[src/rtl/uart_tx_16bit_pkg.sv]
`default_nettype none
// ============================================================================
// Module      : uart_tx_16bit_pkg
// Description : Shared constants for the 16-bit UART transmit and receive paths.
// Revision    : 1.0 - initial release
// ============================================================================
package uart_tx_16bit_pkg;

    localparam int         c_default_clks_per_bit = 5208;
    localparam logic       c_uart_idle_level      = 1'b1;

    localparam logic [1:0] c_st_idle  = 2'd0;
    localparam logic [1:0] c_st_start = 2'd1;
    localparam logic [1:0] c_st_data  = 2'd2;
    localparam logic [1:0] c_st_stop  = 2'd3;

endpackage
`default_nettype wire

[src/rtl/uart_tx_16bit_baud.sv]
`default_nettype none
// ============================================================================
// Module      : baud_tick_gen
// Description : Bit-period counter; tick marks the last enabled cycle of a bit.
// Revision    : 1.0 - initial release
// ============================================================================
module baud_tick_gen
    import uart_tx_16bit_pkg::*;
#(
    parameter int CLKS_PER_BIT = c_default_clks_per_bit
) (
    input  logic clk,
    input  logic resetn,
    input  logic e,
    input  logic clear,
    output logic tick
);

    localparam int                 c_cnt_w = $clog2(CLKS_PER_BIT);
    localparam logic [c_cnt_w-1:0] c_last  = c_cnt_w'(CLKS_PER_BIT - 1);

    logic [c_cnt_w-1:0] r_cnt;
    logic               w_last;

    assign w_last = (r_cnt == c_last);
    assign tick   = e && !clear && w_last;

    always_ff @(posedge clk or negedge resetn) begin
        if (!resetn) begin
            r_cnt <= '0;
        end else if (e) begin
            if (clear || w_last) begin
                r_cnt <= '0;
            end else begin
                r_cnt <= r_cnt + 1'b1;
            end
        end
    end

endmodule
`default_nettype wire

[src/rtl/uart_tx_16bit.sv]
`default_nettype none
// ============================================================================
// Module      : uart_tx_16bit
// Description : Sends each accepted 16-bit word as two 8N1 frames, low byte first.
// Revision    : 1.0 - initial release
// ============================================================================
module uart_tx_16bit
    import uart_tx_16bit_pkg::*;
#(
    parameter int CLKS_PER_BIT = c_default_clks_per_bit
) (
    input  logic        clk,
    input  logic        resetn,
    input  logic        e,
    input  logic [15:0] d,
    input  logic        d_valid,
    output logic        d_ready,
    output logic        tx,
    output logic        busy,
    output logic        done
);

    logic [1:0]  r_state;
    logic [15:0] r_shreg;
    logic [2:0]  r_bit_idx;
    logic        r_byte_idx;
    logic        r_tx;
    logic        r_done;
    logic        w_tick;
    logic        w_clear;

    // Holding the counter cleared while idle lines the first bit up with acceptance.
    assign w_clear = (r_state == c_st_idle);

    baud_tick_gen #(
        .CLKS_PER_BIT (CLKS_PER_BIT)
    ) u_baud (
        .clk    (clk),
        .resetn (resetn),
        .e      (e),
        .clear  (w_clear),
        .tick   (w_tick)
    );

    assign d_ready = (r_state == c_st_idle);
    assign busy    = (r_state != c_st_idle);
    assign tx      = r_tx;
    assign done    = r_done;

    // The shift register moves right once per data bit, so after byte 0 the high byte sits in [7:0].
    always_ff @(posedge clk or negedge resetn) begin
        if (!resetn) begin
            r_state    <= c_st_idle;
            r_shreg    <= '0;
            r_bit_idx  <= '0;
            r_byte_idx <= 1'b0;
            r_tx       <= c_uart_idle_level;
            r_done     <= 1'b0;
        end else if (e) begin
            r_done <= 1'b0;
            case (r_state)
                c_st_idle: begin
                    if (d_valid) begin
                        r_shreg    <= d;
                        r_state    <= c_st_start;
                        r_tx       <= 1'b0;
                        r_bit_idx  <= '0;
                        r_byte_idx <= 1'b0;
                    end
                end
                c_st_start: begin
                    if (w_tick) begin
                        r_state <= c_st_data;
                        r_tx    <= r_shreg[0];
                        r_shreg <= {1'b0, r_shreg[15:1]};
                    end
                end
                c_st_data: begin
                    if (w_tick) begin
                        if (r_bit_idx == 3'd7) begin
                            r_state   <= c_st_stop;
                            r_tx      <= c_uart_idle_level;
                            r_bit_idx <= '0;
                        end else begin
                            r_tx      <= r_shreg[0];
                            r_shreg   <= {1'b0, r_shreg[15:1]};
                            r_bit_idx <= r_bit_idx + 3'd1;
                        end
                    end
                end
                c_st_stop: begin
                    if (w_tick) begin
                        if (!r_byte_idx) begin
                            r_byte_idx <= 1'b1;
                            r_state    <= c_st_start;
                            r_tx       <= 1'b0;
                        end else begin
                            r_state <= c_st_idle;
                            r_done  <= 1'b1;
                        end
                    end
                end
                default: begin
                    r_state <= c_st_idle;
                    r_tx    <= c_uart_idle_level;
                end
            endcase
        end
    end

endmodule
`default_nettype wire

[config.mk]
export PLATFORM = sky130hd
export DESIGN_NAME = uart_tx_16bit
export DESIGN_NICKNAME = d
export VERILOG_FILES = /design/src/rtl/uart_tx_16bit_pkg.sv /design/src/rtl/uart_tx_16bit_baud.sv /design/src/rtl/uart_tx_16bit.sv
export SDC_FILE = /design/constraint.sdc
export NUM_CORES = 1
export LEC_CHECK = 0
export CAP_MARGIN = 10
export CORE_MARGIN = 2
export CORE_UTILIZATION = 60
export CTS_CLUSTER_DIAMETER = 60
export DETAILED_ROUTE_END_ITERATION = 8
export PLACE_DENSITY_LB_ADDON = 0.12
export SYNTH_ARGS = -nofsm -noshare
export SYNTH_HDL_FRONTEND = slang
export SYNTH_SLANG_ARGS = --single-unit
[constraint.sdc]
create_clock -name clk -period 3.35 [get_ports clk]
set_input_delay 0.8375 -clock clk [delete_from_list [all_inputs] [get_ports clk]]
set_output_delay 0.8375 -clock clk [all_outputs]
set_load 0.05 [all_outputs]
==> flow_metrics.py <==
metrics = {
    "run_status": {
        "run_status": "finished, final reports clean",
    },
    "clocking": {
        "cts.sink_count": 37,
        "holdBufCountCts": 0,
        "cts_tree": "done",
        "cts.reportedPaths.clkPinSlew_ps": 110,
        "worst_skew_pair.late_latency_ps": 340,
        "clockBufferDepth": 2,
        "post_cts_sizing_count": 0,
        "clock-root-buffer": "sky130_fd_sc_hd__clkbuf_4",
        "ctsHtreeMaxLevel": 2,
        "postCtsSetupRepairBufs": 0,
        "cts_made_buffers": 5,
    },
    "worst_setup_path": {
        "critical_path.reg2reg.startpoint": "r_state[0]$_DFFE_PN0P_",
        "crit_required_ps": 2510,
        "critical_path.endpoint_type": "output pin",
        "timing.critical_path.from": "r_state[0]$_DFFE_PN0P_",
        "critical_path_class": "reg -> out",
        "worst_setup_start_kind": "register",
        "critPathArrivalTime_ps": 2140,
        "worstPathMaxFanout": 8,
    },
    "synthesis": {
        "yosys_most_used_dff": "sky130_fd_sc_hd__dfrtp_1",
        "synth-warning-count": 0,
        "synthesis.instances": 178,
        "synth_fa_ha_area_share_pct": 4.21,
        "synth-async-reset-ratio_pct": 100,
        "largest_family_of_logic_cells_by_synthesized_area": "multiplexers",
        "synthesis.nets": 205,
        "compound_cell_area_share_of_the_yosys_netlist_pct": 6.43,
        "synth_top_area_share_pct": 43.3,
        "synth.distinct_cells": 36,
        "synthDominantAreaCellType": "sky130_fd_sc_hd__dfrtp_1",
        "count_of_flip_flops_with_a_built_in_enable_after_synthesis": 0,
        "number_of_synthesized_register_bits": 37,
        "post_synth_simple_gate_area_pct": 15.0,
        "post_synth.cell_area_avg_um2": 11.7,
        "synth_xor_area_share_pct": 4.21,
        "biggest_area_contributors_in_the_synthesized_netlist": "sky130_fd_sc_hd__dfrtp_1 (43%), sky130_fd_sc_hd__mux2_2 (15%), sky130_fd_sc_hd__mux2_4 (7.2%)",
        "syn-cell-area_um2": 2080,
        "seq_area_frac_synth_pct": 44.5,
        "synth.area.mux_share_pct": 22.3,
    },
    "layout": {
        "final_core_util_pct": 73.4,
        "fillerInstances": 263,
        "syn_to_final_growth_pct": 17.6,
        "drive_gt1_share_pct": 27.5,
        "diodes": 0,
        "finish.instance_area_um2": 2450,
        "final_net_count": 233,
    },
    "detailed_routing": {
        "dr.first_iter.drc_count": 96,
        "avgViaCountPerCell": 5.60,
        "drc": 0,
        "drt_wl_total_mm": 3.64,
        "dr_total_vias": 1417,
        "antenna_left": 0,
        "routedWlPerCell_um": 14.4,
        "dr.pass1.iters": 4,
    },
    "floorplan": {
        "die_height_um": 62.9,
        "placementRows": 21,
        "total_die_area_um2": 3960,
        "number_of_top_level_pins": 24,
        "core_area_um2": 3340,
        "die_w_um": 62.9,
        "initial_core_util_pct": 62.4,
    },
    "grt": {
        "via_count_of_the_first_global_routing_pass": 1402,
        "grt_remaining_overflow": 0,
        "grt_max_degree": 38,
        "track_usage_pct": 20.8,
        "antenna_violations_before_repair": 0,
        "global_route_wire_length_before_repair_mm": 6.46,
    },
    "placed_design": {
        "gp_congestion": 0.849,
        "placed_cell_area_um2": 2360,
        "dp_hpwl_mm": 2.62,
        "numPortBuffers": 23,
    },
    "timing": {
        "timing.hold.ws_ps": 516,
        "clock_period_minus_final_worst_setup_slack_ps": 2970,
        "setup-tns-final_ps": 0,
        "clock.fmax_mhz": 336,
        "finalClockSkew_ps": 12.3,
        "grt_setup_unrepaired": "no",
        "setup_viol": 0,
        "number_of_endpoints_with_negative_hold_slack_in_the_final_report": 0,
        "period_utilization_post_route_pct": 88.8,
        "worstMarginPinSlew_ps": 626,
        "slew_violations": 0,
        "max_slew_margin_pct": 58.3,
    },
    "hold_path": {
        "startpoint_of_the_lowest_slack_hold_path": "r_shreg[7]$_DFFE_PN0P_",
        "hold_path.class": "reg -> reg",
    },
    "pwr": {
        "max-vdd-ir-drop_v": 0.000287,
        "static-leakage-power_nw": 1.12,
        "p_per_area_nw_per_um2": 398,
    },
    "flow_run": {
        "maxCapViolCount": 0,
    },
}
[final cells by class]
type | instances | area (um^2) | share of cell area, %
well taps | 46 | 57.6 | 2.35
flip-flops and latches | 37 | 927 | 37.9
clock inverters | 2 | 37.5 | 1.53
clock buffers | 6 | 51.3 | 2.10
multi-input cells | 127 | 1080 | 44.3
inverters | 8 | 30.0 | 1.23
repair buffers | 27 | 260 | 10.6
[stage by stage]
step           instances  setup slack, ps  total power [W]
6_report             253              376         0.000976
3_3_place_gp         245              592         0.000650
3_5_place_dp         245              530         0.000655
4_1_cts              253              354         0.000983
2_1_floorplan        178             1020         0.000599
5_1_grt              253              257          0.00102
[critical path: stages, from the launching register on]
cell and delay (ps):
sky130_fd_sc_hd__dfrtp_1 430, sky130_fd_sc_hd__inv_1 140, sky130_fd_sc_hd__ha_1 360, sky130_fd_sc_hd__clkdlybuf4s50_1 870
[path summary, 6_finish.rpt]
path                                                 to  slack [ps]  cells after the start
worst min-delay path             r_shreg[7]$_DFFE_PN0P_         520                      1
worst min register to register   r_shreg[7]$_DFFE_PN0P_         520                      1
max in group asynchronous                tx$_DFFE_PN1P_        2100                      2
min in group asynchronous       r_shreg[13]$_DFFE_PN0P_         900                      2
worst max register to register   r_shreg[7]$_DFFE_PN0P_        1000                      7
worst max-delay path                            d_ready         380                      3
[synthesized netlist by cell type (all sizes together), types with 2 or more instances]
cell / instances
nor2b: 2
clkbuf: 4
o21ai: 2
nand2: 10
a21boi: 3
nor2: 12
a21oi: 5
a211oi: 2
nand3: 9
nand4: 5
inv: 8
xor2: 3
nor4: 3
xnor2: 7
nor3: 5
dfrtp: 36
a22o: 3
mux2: 37
ha: 7
nand2b: 2
buf: 2
[cells in the final DEF, fill, tap and decap left out]
cell type | Yosys | layout
sky130_fd_sc_hd__a211o_1 | 1 | 1
sky130_fd_sc_hd__a211oi_1 | 2 | 2
sky130_fd_sc_hd__a21boi_0 | 3 | 3
sky130_fd_sc_hd__a21o_2 | 1 | 1
sky130_fd_sc_hd__a21oi_1 | 4 | 4
sky130_fd_sc_hd__a21oi_4 | 1 | 1
sky130_fd_sc_hd__a22o_1 | 3 | 3
sky130_fd_sc_hd__and4_2 | 1 | 1
sky130_fd_sc_hd__and4b_1 | 1 | 1
sky130_fd_sc_hd__and4bb_2 | 1 | 1
sky130_fd_sc_hd__buf_4 | 0 | 4
sky130_fd_sc_hd__bufinv_16 | 0 | 1
sky130_fd_sc_hd__clkbuf_4 | 0 | 5
sky130_fd_sc_hd__clkbuf_8 | 0 | 1
sky130_fd_sc_hd__clkdlybuf4s50_1 | 0 | 23
sky130_fd_sc_hd__clkinvlp_4 | 0 | 1
sky130_fd_sc_hd__dfrtp_1 | 36 | 36
sky130_fd_sc_hd__dfstp_2 | 1 | 1
sky130_fd_sc_hd__ha_1 | 7 | 7
sky130_fd_sc_hd__inv_1 | 8 | 8
sky130_fd_sc_hd__mux2_2 | 27 | 27
sky130_fd_sc_hd__mux2_4 | 10 | 10
sky130_fd_sc_hd__mux2i_1 | 1 | 1
sky130_fd_sc_hd__nand2_1 | 10 | 10
sky130_fd_sc_hd__nand2b_1 | 2 | 2
sky130_fd_sc_hd__nand3_1 | 9 | 9
sky130_fd_sc_hd__nand4_1 | 4 | 4
sky130_fd_sc_hd__nand4_4 | 1 | 1
sky130_fd_sc_hd__nor2_1 | 12 | 12
sky130_fd_sc_hd__nor2b_1 | 2 | 2
sky130_fd_sc_hd__nor3_1 | 5 | 5
sky130_fd_sc_hd__nor4_1 | 3 | 3
sky130_fd_sc_hd__nor4b_4 | 1 | 1
sky130_fd_sc_hd__o21ai_0 | 2 | 2
sky130_fd_sc_hd__o22ai_1 | 1 | 1
sky130_fd_sc_hd__or2_2 | 1 | 1
sky130_fd_sc_hd__or3_1 | 1 | 1
sky130_fd_sc_hd__xnor2_1 | 7 | 7
sky130_fd_sc_hd__xor2_1 | 3 | 3
[registers in the layout, indices dropped and copies added (netlist names)]
name,cells
done,1
r_bit_idx,3
r_byte_idx,1
r_shreg,16
r_state,2
tx,1
u_baud.r_cnt,13
[power by group]
part           leakage [nW]  switching, W  internal (W)
clock network        0.0445      0.000152      0.000177
registers             0.498     0.0000516      0.000477
logic                 0.578     0.0000540     0.0000637
[routing by layer]
layer  share of wire, %  track usage [%]  up-vias
met2                 48             33.5       35
met5                  0                0        -
met4                1.1             6.67        0
met3                4.1             5.77        6
li1                   -                -      688
met1                 46             27.1      688
[kinds of logic after synthesis]
kind of cell / after synthesis
and+or+nand+nor: 54
AOI/OAI and AO/OA: 18
adders and majority gates: 7
xor gates and xnor gates: 10
muxes: 38
DFF: 37
buffers and inverters: 14
No activity file was read; power rests on OpenSTA's default activity.
